[src/rtl/hazard_fwd_ctrl.sv]
// Forwarding selects plus registered load-use / data-memory-wait hazard FSM.
// Optional perf counters are built only when HAZARD_PERF_CNT_EN is defined.
module hazard_fwd_ctrl #(
  parameter int RA_W     = 5,
  parameter int LOAD_LAT = 1,
  parameter int MAX_WAIT = 64,
  parameter int CNT_W    = 32
) (
  input  logic            i_clk,
  input  logic            i_reset,
  input  logic            ex_rd_wren,
  input  logic            ex_is_load,
  input  logic [RA_W-1:0] ex_rd_addr,
  input  logic [RA_W-1:0] ex_rs1_addr,
  input  logic [RA_W-1:0] ex_rs2_addr,
  input  logic [1:0]      ex_op_sel_a,
  input  logic [1:0]      ex_op_sel_b,
  input  logic            ex_brc_taken,
  input  logic            mem_rd_wren,
  input  logic            mem_is_load,
  input  logic [RA_W-1:0] mem_rd_addr,
  input  logic            dmem_ready,
  input  logic            wb_rd_wren,
  input  logic [RA_W-1:0] wb_rd_addr,
  input  logic [RA_W-1:0] id_rs1_addr,
  input  logic [RA_W-1:0] id_rs2_addr,
  input  logic            id_rs1_used,
  input  logic            id_rs2_used,
  output logic [1:0]      fwd_a,
  output logic [1:0]      fwd_b,
  output logic [1:0]      fwd_rs1_brc,
  output logic [1:0]      fwd_rs2_brc,
  output logic            fwd_rs1_id,
  output logic            fwd_rs2_id,
  output logic            pc_enable,
  output logic            id_enable,
  output logic            ex_enable,
  output logic            mem_enable,
  output logic            id_flush,
  output logic            ex_flush,
  output logic [1:0]      hazard_state,
  output logic            mem_timeout,
  output logic [CNT_W-1:0] stall_cnt,
  output logic [CNT_W-1:0] flush_cnt
);

  // state    | meaning
  // RUN      | pipeline flowing normally
  // LU_STALL | load-use bubbles still owed beyond the first
  // MEM_WAIT | frozen on a load waiting for dmem_ready
  localparam logic [1:0] ST_RUN  = 2'b00;
  localparam logic [1:0] ST_LU   = 2'b01;
  localparam logic [1:0] ST_WAIT = 2'b10;

  localparam logic [3:0] LU_INIT   = 4'(LOAD_LAT - 1);
  localparam logic [7:0] WAIT_LIM  = 8'(MAX_WAIT);
  localparam logic [7:0] WAIT_TRIP = 8'(MAX_WAIT - 1);

  logic [1:0] state, state_nx, eff_state;
  logic [3:0] cnt, cnt_nx;
  logic [7:0] wcnt;
  logic       saved_lu;
  logic       freeze, lu_hazard;
  logic       mem_m1, mem_m2, wb_m1, wb_m2;

  assign mem_m1 = mem_rd_wren && (mem_rd_addr != '0) && (mem_rd_addr == ex_rs1_addr);
  assign mem_m2 = mem_rd_wren && (mem_rd_addr != '0) && (mem_rd_addr == ex_rs2_addr);
  assign wb_m1  = wb_rd_wren && (wb_rd_addr != '0) && (wb_rd_addr == ex_rs1_addr);
  assign wb_m2  = wb_rd_wren && (wb_rd_addr != '0) && (wb_rd_addr == ex_rs2_addr);

  assign fwd_rs1_brc = mem_m1 ? 2'b10 : (wb_m1 ? 2'b01 : 2'b00);
  assign fwd_rs2_brc = mem_m2 ? 2'b10 : (wb_m2 ? 2'b01 : 2'b00);
  assign fwd_a = (ex_op_sel_a == 2'b00) ? fwd_rs1_brc : ex_op_sel_a;
  assign fwd_b = (ex_op_sel_b == 2'b00) ? fwd_rs2_brc : ex_op_sel_b;

  assign fwd_rs1_id = wb_rd_wren && (wb_rd_addr != '0) && (wb_rd_addr == id_rs1_addr);
  assign fwd_rs2_id = wb_rd_wren && (wb_rd_addr != '0) && (wb_rd_addr == id_rs2_addr);

  assign lu_hazard = ex_is_load && ex_rd_wren && (ex_rd_addr != '0) &&
                     ((id_rs1_used && (ex_rd_addr == id_rs1_addr)) ||
                      (id_rs2_used && (ex_rd_addr == id_rs2_addr)));
  assign freeze = mem_is_load && !dmem_ready;

  // The cycle dmem_ready returns does the work of the interrupted state,
  // so a freeze costs exactly its own cycles and nothing more.
  assign eff_state = (state == ST_WAIT) ? (saved_lu ? ST_LU : ST_RUN) : state;

  always_comb begin
    state_nx   = ST_RUN;
    cnt_nx     = cnt;
    pc_enable  = 1'b1;
    id_enable  = 1'b1;
    ex_enable  = 1'b1;
    mem_enable = 1'b1;
    id_flush   = 1'b0;
    ex_flush   = 1'b0;
    if (freeze) begin
      pc_enable  = 1'b0;
      id_enable  = 1'b0;
      ex_enable  = 1'b0;
      mem_enable = 1'b0;
      state_nx   = ST_WAIT;
    end else begin
      case (eff_state)
        ST_RUN: begin
          if (ex_brc_taken) begin
            id_flush = 1'b1;
            ex_flush = 1'b1;
          end else if (lu_hazard) begin
            pc_enable = 1'b0;
            id_enable = 1'b0;
            ex_flush  = 1'b1;
            if (LOAD_LAT > 1) begin
              state_nx = ST_LU;
              cnt_nx   = LU_INIT;
            end
          end
        end
        ST_LU: begin
          pc_enable = 1'b0;
          id_enable = 1'b0;
          ex_flush  = 1'b1;
          if (cnt <= 4'd1) begin
            cnt_nx = 4'd0;
          end else begin
            cnt_nx   = cnt - 4'd1;
            state_nx = ST_LU;
          end
        end
        default: state_nx = ST_RUN;
      endcase
    end
    if (i_reset) begin
      pc_enable  = 1'b1;
      id_enable  = 1'b1;
      ex_enable  = 1'b1;
      mem_enable = 1'b1;
      id_flush   = 1'b0;
      ex_flush   = 1'b0;
    end
  end

  always_ff @(posedge i_clk or posedge i_reset) begin
    if (i_reset) begin
      state       <= ST_RUN;
      cnt         <= 4'd0;
      saved_lu    <= 1'b0;
      wcnt        <= 8'd0;
      mem_timeout <= 1'b0;
    end else begin
      state <= state_nx;
      cnt   <= cnt_nx;
      if (freeze && (state != ST_WAIT))
        saved_lu <= (state == ST_LU);
      if (freeze) begin
        if (wcnt != WAIT_LIM)
          wcnt <= wcnt + 8'd1;
        if (wcnt >= WAIT_TRIP)
          mem_timeout <= 1'b1;
      end else begin
        wcnt <= 8'd0;
      end
    end
  end

  assign hazard_state = state;

`ifdef HAZARD_PERF_CNT_EN
  logic [CNT_W-1:0] stall_q, flush_q;

  always_ff @(posedge i_clk or posedge i_reset) begin
    if (i_reset) begin
      stall_q <= '0;
      flush_q <= '0;
    end else begin
      if (!pc_enable && (stall_q != '1))
        stall_q <= stall_q + CNT_W'(1);
      if (id_flush && (flush_q != '1))
        flush_q <= flush_q + CNT_W'(1);
    end
  end

  assign stall_cnt = stall_q;
  assign flush_cnt = flush_q;
`else
  assign stall_cnt = '0;
  assign flush_cnt = '0;
`endif

endmodule

[config.mk]
export PLATFORM = sky130hd
export DESIGN_NAME = hazard_fwd_ctrl
export DESIGN_NICKNAME = d
export VERILOG_FILES = /design/src/rtl/hazard_fwd_ctrl.sv
export SDC_FILE = /design/constraint.sdc
export NUM_CORES = 1
export LEC_CHECK = 0
export CAP_MARGIN = 0
export CORE_MARGIN = 2
export CORE_UTILIZATION = 37
export CTS_BUF_LIST = sky130_fd_sc_hd__clkbuf_8
export CTS_CLUSTER_SIZE = 12
export DETAILED_ROUTE_END_ITERATION = 7
export PLACE_DENSITY = 0.94
export SLEW_MARGIN = 20
export SYNTH_ARGS = -nofsm -noshare
export SYNTH_HDL_FRONTEND = slang
export SYNTH_SLANG_ARGS = --single-unit
[constraint.sdc]
create_clock -name i_clk -period 2.1 [get_ports i_clk]
set_clock_uncertainty 0.15 [all_clocks]
set_input_delay 0.42 -clock i_clk [delete_from_list [all_inputs] [get_ports i_clk]]
set_output_delay 0.42 -clock i_clk [all_outputs]
set_load 0.1 [all_outputs]
==> Yosys cells after proc, flatten, opt, wreduce, memory -nomap -nowiden <==
Index checks and enable logic that the tools add are counted.
{ "op_classes": {"reduce_logical": 25, "bitwise": 1, "n_addsub": 2, "n_lt_le_gt_ge": 2, "eq_ne": 14, "n_mux": 30} }
{ "op_table": {"columns": ["operator", "n"], "rows": [
  ["$eq 5x5->1", 8],
  ["$mux 1", 19],
  ["$mux 8", 2],
  ["$logic_and 1x1->1", 15],
  ["$reduce_bool 5->1", 3],
  ["$mux 2", 6],
  ["$add 8x1->8 const B", 1],
  ["$ge 8x6->1 const B", 1],
  ["$ne 8x7->1 const B", 1],
  ["$logic_not 2->1", 3],
  ["$eq 2x1->1 const B", 2],
  ["$le 4x1->1 const B", 1],
  ["$mux 4", 1],
  ["$pmux 1 s2", 2],
  ["$reduce_and 2->1", 2],
  ["$sub 4x1->4 const B", 1],
  ["$eq 2x2->1 const B", 1],
  ["$ne 2x1->1 const B", 1],
  ["$ne 2x2->1 const B", 1],
  ["$logic_not 1->1", 1],
  ["$logic_or 1x1->1", 1],
  ["$not 1->1", 1]
]} }
{ "totals": {"elab_cells": 79, "ff_bits": 16, "inputBits": 50} }

==> Logic depth before layout (Yosys ltp) <==
Gate-level depths: netlist of run 1.
{ "depth": {"word_depth": 9, "mapped_depth": 6, "mapped_depth_nobuf": 6} }

==> Worst setup path before layout of run 1 <==
No wires, ideal clock.
{ "synth_path": {"path_type": "input to output", "from": "in wb_rd_addr[1]", "to": "out fwd_rs1_id", "t_required_ns": 1.530, "arrival_time_ns": 3.840, "path_slack_ns": -2.310, "path_stages": 4, "path_cell_list": "clkbuf_1 > or4_1 > o21ai_2 > nor4_1"} }
{ "synth_between": {"elab_chain_cells": 3, "word_cells_on_any_way": 4, "classes_between": "eq/ne: 1; reduce/logical: 3"} }
{ "synth_lines": {"columns": ["element", "line_no", "rtl"], "rows": [
  ["start: declaration", "24", "input logic [RA_W-1:0] wb_rd_addr,"],
  ["$reduce_bool 5->1", "76", "assign fwd_rs1_id = wb_rd_wren && (wb_rd_addr != '0) && (wb_rd_addr == id_rs1_addr);"],
  ["$logic_and 1x1->1", "76", null],
  ["$logic_and 1x1->1 *", "76", null],
  ["end: declaration", "33", "output logic fwd_rs1_id,"]
]} }
Mark *: on every way between the ends. The rest lies on a longest branch, timed or not.

==> Worst setup path in the final report of run 1 <==
{ "layout_path": {"from": "in ex_rs1_addr[3]", "to": "out fwd_a[0]"} }
{ "layout_between": {"elab_chain_cells": 5, "word_cells_on_any_way": 7, "classes_between": "eq/ne: 2; mux: 3; reduce/logical: 2"} }
{ "layout_lines": {"columns": ["element", "line_no", "rtl"], "rows": [
  ["start: declaration", "14", "input logic [RA_W-1:0] ex_rs1_addr,"],
  ["$eq 5x5->1", "68", "assign wb_m1 = wb_rd_wren && (wb_rd_addr != '0) && (wb_rd_addr == ex_rs1_addr);"],
  ["$logic_and 1x1->1", "68", null],
  ["$mux 1", "71", "assign fwd_rs1_brc = mem_m1 ? 2'b10 : (wb_m1 ? 2'b01 : 2'b00);"],
  ["$mux 2 *", "71", null],
  ["$mux 2 *", "73", "assign fwd_a = (ex_op_sel_a == 2'b00) ? fwd_rs1_brc : ex_op_sel_a;"],
  ["end: declaration", "29", "output logic [1:0] fwd_a,"]
]} }
Marked as above.

==> results of run 1 <==
==> what timing repair did <==
action / 4_1_cts / 5_1_grt
endpoints found under the hold margin: 0 / 0
cloned: 0 / 0
resized for setup: 140 / 26
pin swaps: 33 / 19
endpoints found under the setup margin: 14 / 14
setup buffers: 4 / 3
hold buffers: 0 / 0
==> worst min-delay path, cell delays in order (launching register included) <==
cell and delay [ns]:
dfrtp_1 0.36, nand2_1 0.05, o31ai_1 0.06
==> through the flow <==
| step | hold slack, ns | area [sq um] | setup slack, ns |
|---|---|---|---|
| after global routing | 0.4036 | 3498 | -0.4730 |
| final | 0.3558 | 3498 | -0.4675 |
| after floorplan | 0.2224 | 2420 | -0.8536 |
| after global placement | 0.3338 | 3129 | -0.7154 |
| after detailed placement | 0.3397 | 3129 | -0.8133 |
| after CTS | 0.3537 | 3395 | -0.3872 |
==> Yosys cell counts <==
library cell,number
clkbuf_1,6
o41ai_2,2
and3_1,3
ha_1,4
o21ai_2,2
nor4_1,6
a22o_1,1
buf_4,68
nor2b_1,1
o31ai_1,2
nor4_2,1
xnor2_1,21
o21bai_1,1
o21ai_1,1
a21o_1,1
mux2i_1,1
dfrtp_1,16
or3_1,1
nand4_1,1
a21o_2,1
mux2_2,2
nand3b_1,2
nor3_1,10
nand2_1,4
and3b_1,1
a221oi_1,1
nand3_1,9
a21oi_1,2
a211oi_1,1
o311a_1,1
xor2_1,25
o22a_1,1
a22oi_1,1
and2_0,2
or4_1,2
nor2_1,11
nand2b_1,3
conb_1,1
inv_1,10
o21ai_0,3
==> cell families (layout without fill, tap and decap cells) <==
group | after synthesis | count (layout) | share of synthesized area
adders and majority gates | 4 | 4 | 0.02581
and+or+nand+nor | 57 | 57 | 0.1594
other | 1 | 64 | 0.001934
AOI/OAI and AO/OA | 21 | 21 | 0.08775
muxes | 3 | 3 | 0.01677
DFF | 16 | 16 | 0.2064
buffers and inverters | 84 | 132 | 0.2942
xor gates and xnor gates | 46 | 46 | 0.2077
==> metal layers <==
| layer | routed length [um] | track usage |
|---|---|---|
| met5 | 0 | 0 |
| met1 | 2695 | 0.2644 |
| met2 | 3964 | 0.4124 |
| met3 | 639 | 0.06991 |
| met4 | 145 | 0.06909 |
==> where the power goes <==
part / total, W / internal [W] / switching [W]
logic: 0.00112 / 0.000285 / 0.000837
clock network: 0.000273 / 0.000167 / 0.000107
registers: 0.000320 / 0.000314 / 0.00000630
total: 0.00172 / 0.000765 / 0.000951
==> registers in the layout, summed over array words and instances, names as in the netlist <==
signal        count
cnt               4
hazard_state      2
mem_timeout       1
saved_lu          1
wcnt              8
==> how the worst max path moves through the flow <==
stage,end,slack (ns)
detailed placement,fwd_rs1_brc[0],-0.81
global placement,fwd_rs1_brc[0],-0.72
CTS,fwd_b[0],-0.39
finish,fwd_a[0],-0.47
floorplan,fwd_a[0],-0.85
global route,fwd_a[0],-0.47
==> area by class of cell <==
class	count	area, sq um	area share
multi-input cells	195	1659	0.4742
repair buffers	118	1249	0.3569
flip-flops and latches	16	407.9	0.1166
well taps	70	87.58	0.02504
clock buffers	4	55.05	0.01574
inverters	10	40.04	0.01144
==> flow_summary.yaml, run 1 <==
outcome:
  outcome: "complete, but fails checks"
  violations: "setup timing"
critical_path:
  crit_family: "buffers and inverters"
  worstRegToRegCells: 4
  r2r_start: "hazard_state[1]$_DFF_PP0_"
  critical_path.cell_chain: "clkdlybuf4s15_2, buf_4, xor2_1, nor3_2, nand3_2, o41ai_4, buf_12"
  rr_endpoint: "cnt[3]$_DFFE_PP0P_"
  path_max_fanout: 2
  required_ns: 1.53
  rrSetupSlack_ns: 0.34
  critPathLaunchType: "input port"
  crit_arrival_ns: 2.00
  crit_slowest_cell: "o41ai_4"
  setup.worst_path.start: "ex_rs1_addr[3]"
  end_kind: "output pin"
  critPathKind: "input port to output pin"
  slowest_delay_ns: 0.40
  cp_num_cells: 7
  cp_num_buf_inv: 3
global_route:
  grt_max_degree: 17
  grt_pass1_vias: 1930
  grt_pass1_wl_mm: 10.54
  overflow: 0
  antenna_found_initial: 0
  grt_usage: 0.2310
routing:
  num_vias: 1919
  drc_errors: 0
  ant_nets: 0
  routedWlPerCell_um: 18.02
  routed_via_density: 4.646
  drt_wl_total_mm: 7.444
  drt_iter0_markers: 54
  drtPass1Iterations: 4
final_layout:
  final_nets: 398
  final_cells: 413
  drive_gt1_frac: 0.4461
  mostFrequentLayoutCell: "conb_1"
  n_fill_cell: 358
  diodes: 0
  fin_util: 0.6893
  final_cell_mix: "64 x conb_1, 42 x buf_4, 20 x xor2_1, 20 x buf_12, 14 x dfrtp_1"
  area_delta_synth_final_pct: 80.39
die:
  die_w_um: 76.40
  io_pins: 133
  start_util: 0.3821
  die_y_um: 76.40
  row_count: 26
  core_region_area_sq_um: 5075
  dieArea_sq_um: 5837
placed_design:
  portBuffers: 68
  place_hpwl_mm: 4.790
  gp_congestion: 0.8754
  placed_cells: 404
power:
  power.total_w: 0.001716
  powerDensity_nw_per_um2: 490.4
  leakagePower_nw: 1.643
  ir_drop_mv: 0.4513
logic_synthesis:
  synth_top_area_frac: 0.2632
  yosysSeqAreaShare: 0.2065
  syn_avg_cell_area_sq_um: 8.359
  yosysTopAreaCell: "buf_4"
  netlist_instances: 232
  synth_area_sq_um: 1939
  synthTopCellsByArea: "buf_4 26%, dfrtp_1 21%, xor2_1 11%"
  synthDistinctLibCells: 40
  yosysWarningCount: 0
  ys_seq_elements: 16
clock_tree:
  root_buffer: "clkbuf_8"
  clk_pin_slew_worst_paths_ns: 0.06
  cts_tree: "done"
  cts_sinks: 16
  htreeDepth: 1
  cts_buffers: 3
  clock_path_buffers: 2
  clk-insertion-delay-late_ns: 0.25
timing:
  setup_viol: 13
  maxSlewViolCount: 0
  tns_ns: -3.582
  fmax_mhz: 389.5
  period_needed_ns: 2.568
  hold_violations: 0
  rsz0062_at_grt: "true"
  setup_ws_ns: -0.4675
  period_share: 1.223
hold_path:
  hold_path_depth: 2
  min_to: "cnt[1]$_DFFE_PP0P_"
  hp-class: "flip-flop to flip-flop"
  hold_start: "cnt[1]$_DFFE_PP0P_"
flow_run:
  drv_cap: 0
(Power assumes the default switching activity.)
==> inputs of run 2 (changes only) <==
--- a/config.mk
+++ b/config.mk
@@ -5,7 +5,7 @@
 export SDC_FILE = /design/constraint.sdc
 export NUM_CORES = 1
 export LEC_CHECK = 0
-export CAP_MARGIN = 0
+export CAP_MARGIN = 20
 export CORE_MARGIN = 2
 export CORE_UTILIZATION = 37
 export CTS_BUF_LIST = sky130_fd_sc_hd__clkbuf_8
==> results of run 2 <==
Same layout as run 1: the final DEF is identical, and so are final timing and power.
==> patch 1 (flow settings as in run 1) <==
`CNT_W`: 32 -> 64.
--- a/src/rtl/hazard_fwd_ctrl.sv
+++ b/src/rtl/hazard_fwd_ctrl.sv
@@ -5,5 +5,5 @@
   parameter int LOAD_LAT = 1,
   parameter int MAX_WAIT = 64,
-  parameter int CNT_W    = 32
+  parameter int CNT_W    = 64
 ) (
   input  logic            i_clk,
Interface: changed (resized flush_cnt and stall_cnt); port bits go from 133 to 197. The function was not compared with the original's and may differ.
==> patch 1 against run 1 <==
Design area is 4.5% higher. Highest routed layer unchanged. First-iteration DRC count is 13% lower. Synthesized cell count is 28% higher. Worst setup slack better by 0.072 ns. Fmax is 2.9% higher. Routed wire length is 8.3% lower. The flow still finishes with violations (setup timing). Count of clock-buffer cells in the layout stayed put. Power is 26% higher. Sequential cell count stayed put. Area after synthesis is 25% higher. Via count is 7.0% higher.
==> patch 1: results (changes against run 1) <==
| Metric | Value |
|---|---|
| Worst Hold Launch | mem_timeout$_DFFE_PP0P_ (was cnt[1]$_DFFE_PP0P_) |
| Worst Path Arrival | 1.93 ns (was 2.00 ns) |
| Setup WS post-layout | -0.3951 ns (was -0.4675 ns) |
| Global-route met1 utilization | 16.22% (was 26.44%) |
| Ratio of cells with drive above 1 in the final layout | 38.44% (was 44.61%) |
| Routed len/inst | 13.99 um (was 18.02 um) |
| Internal Power | 0.0007482 W (was 0.0007650 W) |
| Met3 Use GR | 3.405% (was 6.991%) |
| Synth warnings | 0 (unchanged) |
| HP Class | flop to flop (unchanged) |
| 1st-iter DRT viols | 47 (was 54) |
| R2r setup slk | 0.35 ns |
| Hold endpoint | mem_timeout$_DFFE_PP0P_ (was cnt[1]$_DFFE_PP0P_) |
| GRT Total Usage | 17.59% (was 23.10%) |
| XOR/XNOR share of the synthesized area | 16.65% (was 20.77%) |
| Async SR Flop Fraction | 100.0% (unchanged) |
| Synth Area in Adders | 2.068% (was 2.581%) |
| Failing checks | setup timing (unchanged) |
| Peak supply drop | 618.7 uV (was 451.3 uV) |
| Setup violations, final | 13 (unchanged) |
| Vias in the first global route | 2039 (was 1930) |
| Share of the synthesized area in compound gates (AO/OA/AOI/OAI) | 7.032% (was 8.774%) |
| Leak | 1.826 nW (was 1.643 nW) |
| Dominant cells by area after synthesis | buf_4 41%, dfrtp_1 17%, xor2_1 9.0%, xnor2_1 7.6%, ha_1 2.1% (was buf_4 26%, dfrtp_1 21%, xor2_1 11%, xnor2_1 9.5%, ha_1 2.6%) |
| Top cells by count, synth | 132 x buf_4, 25 x xor2_1, 21 x xnor2_1 (was 68 x buf_4, 25 x xor2_1, 21 x xnor2_1) |
| Post-route setup TNS | -3.467 ns (was -3.582 ns) |
| Worst Hold Depth | 1 (was 2) |
| GR Util met2 | 36.22% (was 41.24%) |
| Vias/cell | 4.209 (was 4.646) |
| Fill cell count | 543 (was 358) |
| Hold Slack | 0.3278 ns (was 0.3558 ns) |
| Global placement routability congestion | 0.8115 (was 0.8754) |
| Dpl hpwl | 5.422 mm (was 4.790 mm) |
| CP Max Fanout | 3 (was 2) |
| R2R cell count | 4 (unchanged) |
| Crit. Startpoint | mem_rd_addr[2] (was ex_rs1_addr[3]) |
| Post-synthesis mux area share | 1.344% (was 1.677%) |
| Outcome | finished with violations (unchanged) |
| Max reg flops | 8 (unchanged) |
| Nets@finish | 466 (was 398) |
| First-pass GRT wire length | 10.03 mm (was 10.54 mm) |
| Post-synthesis sequential area ratio | 16.55% (was 20.65%) |
-- patch 1: cell count changes in the layout (fill, tap and decap cells not counted), moves of 4 or more --
cell             delta
buf_4               +7
xnor2_2             -4
clkdlybuf4s15_1     -4
xnor2_1             +5
clkbuf_2            +6
conb_1             +64
-- patch 1: worst max-delay path by stage --
| stage | endpoint | depth (start not counted) | slack (ns) |
|---|---|---|---|
| CTS | fwd_a[0] | 6 | -0.46 |
| global placement | fwd_a[1] | 7 | -0.75 |
| floorplan | fwd_a[0] | 4 | -0.85 |
| global route | fwd_rs1_brc[0] | 7 | -0.44 |
| finish | fwd_b[1] | 7 | -0.40 |
| detailed placement | fwd_a[1] | 7 | -0.86 |
-- patch 1: cells by family after synthesis --
group	after synthesis
other	1
adder cells (fa/ha/maj)	4
multiplexers	3
XOR/XNOR	46
buffers and inverters	148
AND/OR/NAND/NOR	57
flip-flops	16
AO/OA/AOI/OAI	21
-- patch 1: final cells by class --
type	count	area (sq um)	area share, %
Timing Repair Buffer	122	1202	32.89
Inverter	10	40.04	1.095
Sequential cell	16	407.9	11.16
Multi-Input combinational cell	259	1854	50.72
Clock buffer	4	55.05	1.506
Tap cell	77	96.34	2.635
-- patch 1: critical path: stages --
cell and delay, ns:
buf_6 0.09, or4_4 0.56, o21ai_4 0.22, nor4_4 0.09, buf_4 0.17, a21o_4 0.20, buf_12 0.16
-- patch 1: metrics by stage --
step / instance area, sq um / utilization [%] / std cells / power (W) / worst slack, ns
after detailed placement: 3358 / 52.89 / 474 / 0.001837 / -0.8580
after CTS: 3576 / 56.32 / 482 / 0.002141 / -0.4641
after global placement: 3358 / 52.89 / 474 / 0.001821 / -0.7532
after global routing: 3656 / 57.58 / 488 / 0.002230 / -0.4378
final: 3656 / 57.58 / 488 / 0.002168 / -0.3951
after floorplan: 3141 / - / 423 / 0.001768 / -0.8536
-- patch 1: metal layers --
metal  routed length [um]  share of wire (%)
met5                    0                  0
met1                 2036                 30
met4                  295                4.3
met2                 4053                 59
met3                  439                6.4
-- patch 1: power groups by stage --
stage	sequential (W)	combinational (W)	clock, W
CTS	0.000319	0.00154	0.000279
floorplan	0.000343	0.00142	0
global placement	0.000324	0.00150	0
global route	0.000319	0.00162	0.000292
detailed placement	0.000324	0.00151	0
finish	0.000318	0.00158	0.000271
-- patch 1: repair_timing --
item,CTS,global route
setup endpoints to repair,14,14
hold endpoints to repair,0,0
pin swaps,33,25
buffers inserted,5,6
resized for setup,134,34
==> patch 2 (config.mk and constraints of run 1) <==
Without the edit above. Put one more register stage on the output `mem_timeout`. The value now appears one clock later. The other outputs are not delayed to match.
--- a/src/rtl/hazard_fwd_ctrl.sv
+++ b/src/rtl/hazard_fwd_ctrl.sv
@@ -56,4 +56,6 @@
   localparam logic [7:0] WAIT_LIM  = 8'(MAX_WAIT);
   localparam logic [7:0] WAIT_TRIP = 8'(MAX_WAIT - 1);
+
+  logic mem_timeout_s0;
 
   logic [1:0] state, state_nx, eff_state;
@@ -147,5 +149,5 @@
       saved_lu    <= 1'b0;
       wcnt        <= 8'd0;
-      mem_timeout <= 1'b0;
+      mem_timeout_s0 <= 1'b0;
     end else begin
       state <= state_nx;
@@ -157,5 +159,5 @@
           wcnt <= wcnt + 8'd1;
         if (wcnt >= WAIT_TRIP)
-          mem_timeout <= 1'b1;
+          mem_timeout_s0 <= 1'b1;
       end else begin
         wcnt <= 8'd0;
@@ -188,4 +190,8 @@
 `endif
 
+  always_ff @(posedge i_clk) begin
+    mem_timeout <= mem_timeout_s0;
+  end
+
 endmodule
 
Behaviour: no difference found for any inputs over 10 cycles, from zero or initial values and one cycle with i_reset high; that may be too few to reach the edited logic, so the function may still have changed.
==> patch 2 against run 1 <==
The flow still finishes with violations (setup timing). Sequential cell count rose by 1. Count of clock-buffer cells in the layout decreased by 1. Power fell by 2.9%. Worst setup slack gained 0.081 ns. Design area is 0.50% lower. Routed wire length shrank 11%. Utilization is 0.78 points lower. Area after synthesis grew 1.0%. Sequential power is 6% higher. Global-route usage shrank 3.3 points.
==> patch 2: results (changes against run 1) <==
| Metric | Value |
|---|---|
| Slowest Stage Delay on Critical Path | 0.55 ns (was 0.40 ns) |
| Placed Cells | 400 (was 404) |
| 1st-iter DRT viols | 39 (was 54) |
| Routed len/inst | 16.07 um (was 18.02 um) |
| Setup WS post-layout | -0.3866 ns (was -0.4675 ns) |
| Crit-path slowest cell | or4_4 (was o41ai_4) |
| Dpl hpwl | 4.715 mm (was 4.790 mm) |
| Global placement routability congestion | 0.7912 (was 0.8754) |
| GRT Total Usage | 19.83% (was 23.10%) |
| Outcome | finished with violations (unchanged) |
| Peak supply drop | 366.0 uV (was 451.3 uV) |
| Ratio of cells with drive above 1 in the final layout | 46.06% (was 44.61%) |
| Setup violations, final | 13 (unchanged) |
| Async SR Flop Fraction | 94.12% (was 100.0%) |
| Leak | 1.633 nW (was 1.643 nW) |
| Post-synthesis sequential area ratio | 21.46% (was 20.65%) |
| Final WL | 6.636 mm (was 7.444 mm) |
| CP Max Fanout | 3 (was 2) |
| First-pass GRT wire length | 9.280 mm (was 10.54 mm) |
| Clock transition at path regs | 0.07 ns |
| Synth Area per Inst | 8.409 sq um (was 8.359 sq um) |
| Failing checks | setup timing (unchanged) |
| Synth unique cells | 41 (was 40) |
| Worst Path Arrival | 1.92 ns (was 2.00 ns) |
| Post-route setup TNS | -3.190 ns (was -3.582 ns) |
| Via count | 1875 (was 1919) |
| Crit-path leading delay family | simple AND/OR/NAND/NOR gates (was buffers and inverters) |
| Top cells by count, synth | 68 x buf_4, 25 x xor2_1, 21 x xnor2_1 (unchanged) |
| Dominant cells by area after synthesis | buf_4 26%, dfrtp_1 20%, xor2_1 11%, xnor2_1 9.4%, ha_1 2.6% (was buf_4 26%, dfrtp_1 21%, xor2_1 11%, xnor2_1 9.5%, ha_1 2.6%) |
## patch 2: final timing paths
kind / from / to / slack (ns) / cells past startpoint
worst min-delay path: mem_timeout_s0$_DFFE_PP0P_ / mem_timeout$_DFF_P_ / 0.22 / 0
worst max register to register: hazard_state[1]$_DFF_PP0_ / cnt[3]$_DFFE_PP0P_ / 0.23 / 4
max in group asynchronous: i_reset / hazard_state[0]$_DFF_PP0_ / 0.97 / 4
worst min register to register: mem_timeout_s0$_DFFE_PP0P_ / mem_timeout$_DFF_P_ / 0.22 / 0
worst max-delay path: mem_rd_addr[2] / fwd_rs2_brc[0] / -0.39 / 7
min in group asynchronous: i_reset / hazard_state[1]$_DFF_PP0_ / 0.62 / 4
## patch 2: repair_timing
item	CTS	global route
setup buffers	4	5
endpoints found under the hold margin	0	0
gates resized for setup	151	35
endpoints found under the setup margin	16	14
pin swaps	35	24
## patch 2: final cells by class
cell class / count / area, sq um
clock buffers: 3 / 41.29
clock inverters: 1 / 3.754
fillers: 340 / 1627
inverters: 10 / 42.54
multi-input cells: 195 / 1674
flip-flops and latches: 17 / 427.9
well taps: 70 / 87.58
repair buffers: 117 / 1204
## patch 2: power breakdown
part,switching [W],total (W),internal (W)
Combinational,0.000814,0.00109,0.000273
Sequential,0.00000526,0.000339,0.000334
Clock,0.000109,0.000238,0.000130
Total,0.000928,0.00167,0.000737
## patch 2: logic make-up after synthesis
logic type | after synthesis | synth area share [%]
AO/OA/AOI/OAI | 21 | 8.685
AND/OR/NAND/NOR | 57 | 15.77
flip-flops | 17 | 21.46
XOR/XNOR | 46 | 20.56
multiplexers | 3 | 1.660
other | 1 | 0.1914
adder cells (fa/ha/maj) | 4 | 2.554
buffers and inverters | 84 | 29.12
## patch 2: through the flow
| stage | total power (W) | cell area (sq um) | hold WS (ns) | util (%) | worst slack (ns) |
|---|---|---|---|---|---|
| finish | 0.001666 | 3481 | 0.2208 | 68.15 | -0.3866 |
| global route | 0.001716 | 3481 | 0.2450 | 68.15 | -0.4098 |
| CTS | 0.001626 | 3337 | 0.2220 | 65.34 | -0.4865 |
| detailed placement | 0.001353 | 3099 | 0.2100 | 60.68 | -0.9552 |
| global placement | 0.001342 | 3099 | 0.2038 | 60.68 | -0.7979 |
| floorplan | 0.001202 | 2440 | 0.1917 | - | -0.8536 |
## patch 2: metal layers
layer	up-vias	GRT usage, %	wire length [um]
li1	850	-	-
met1	915	19.43	2158
met2	92	40.44	3848
met3	18	4.588	447
met4	0	5.636	182
met5	-	0	0
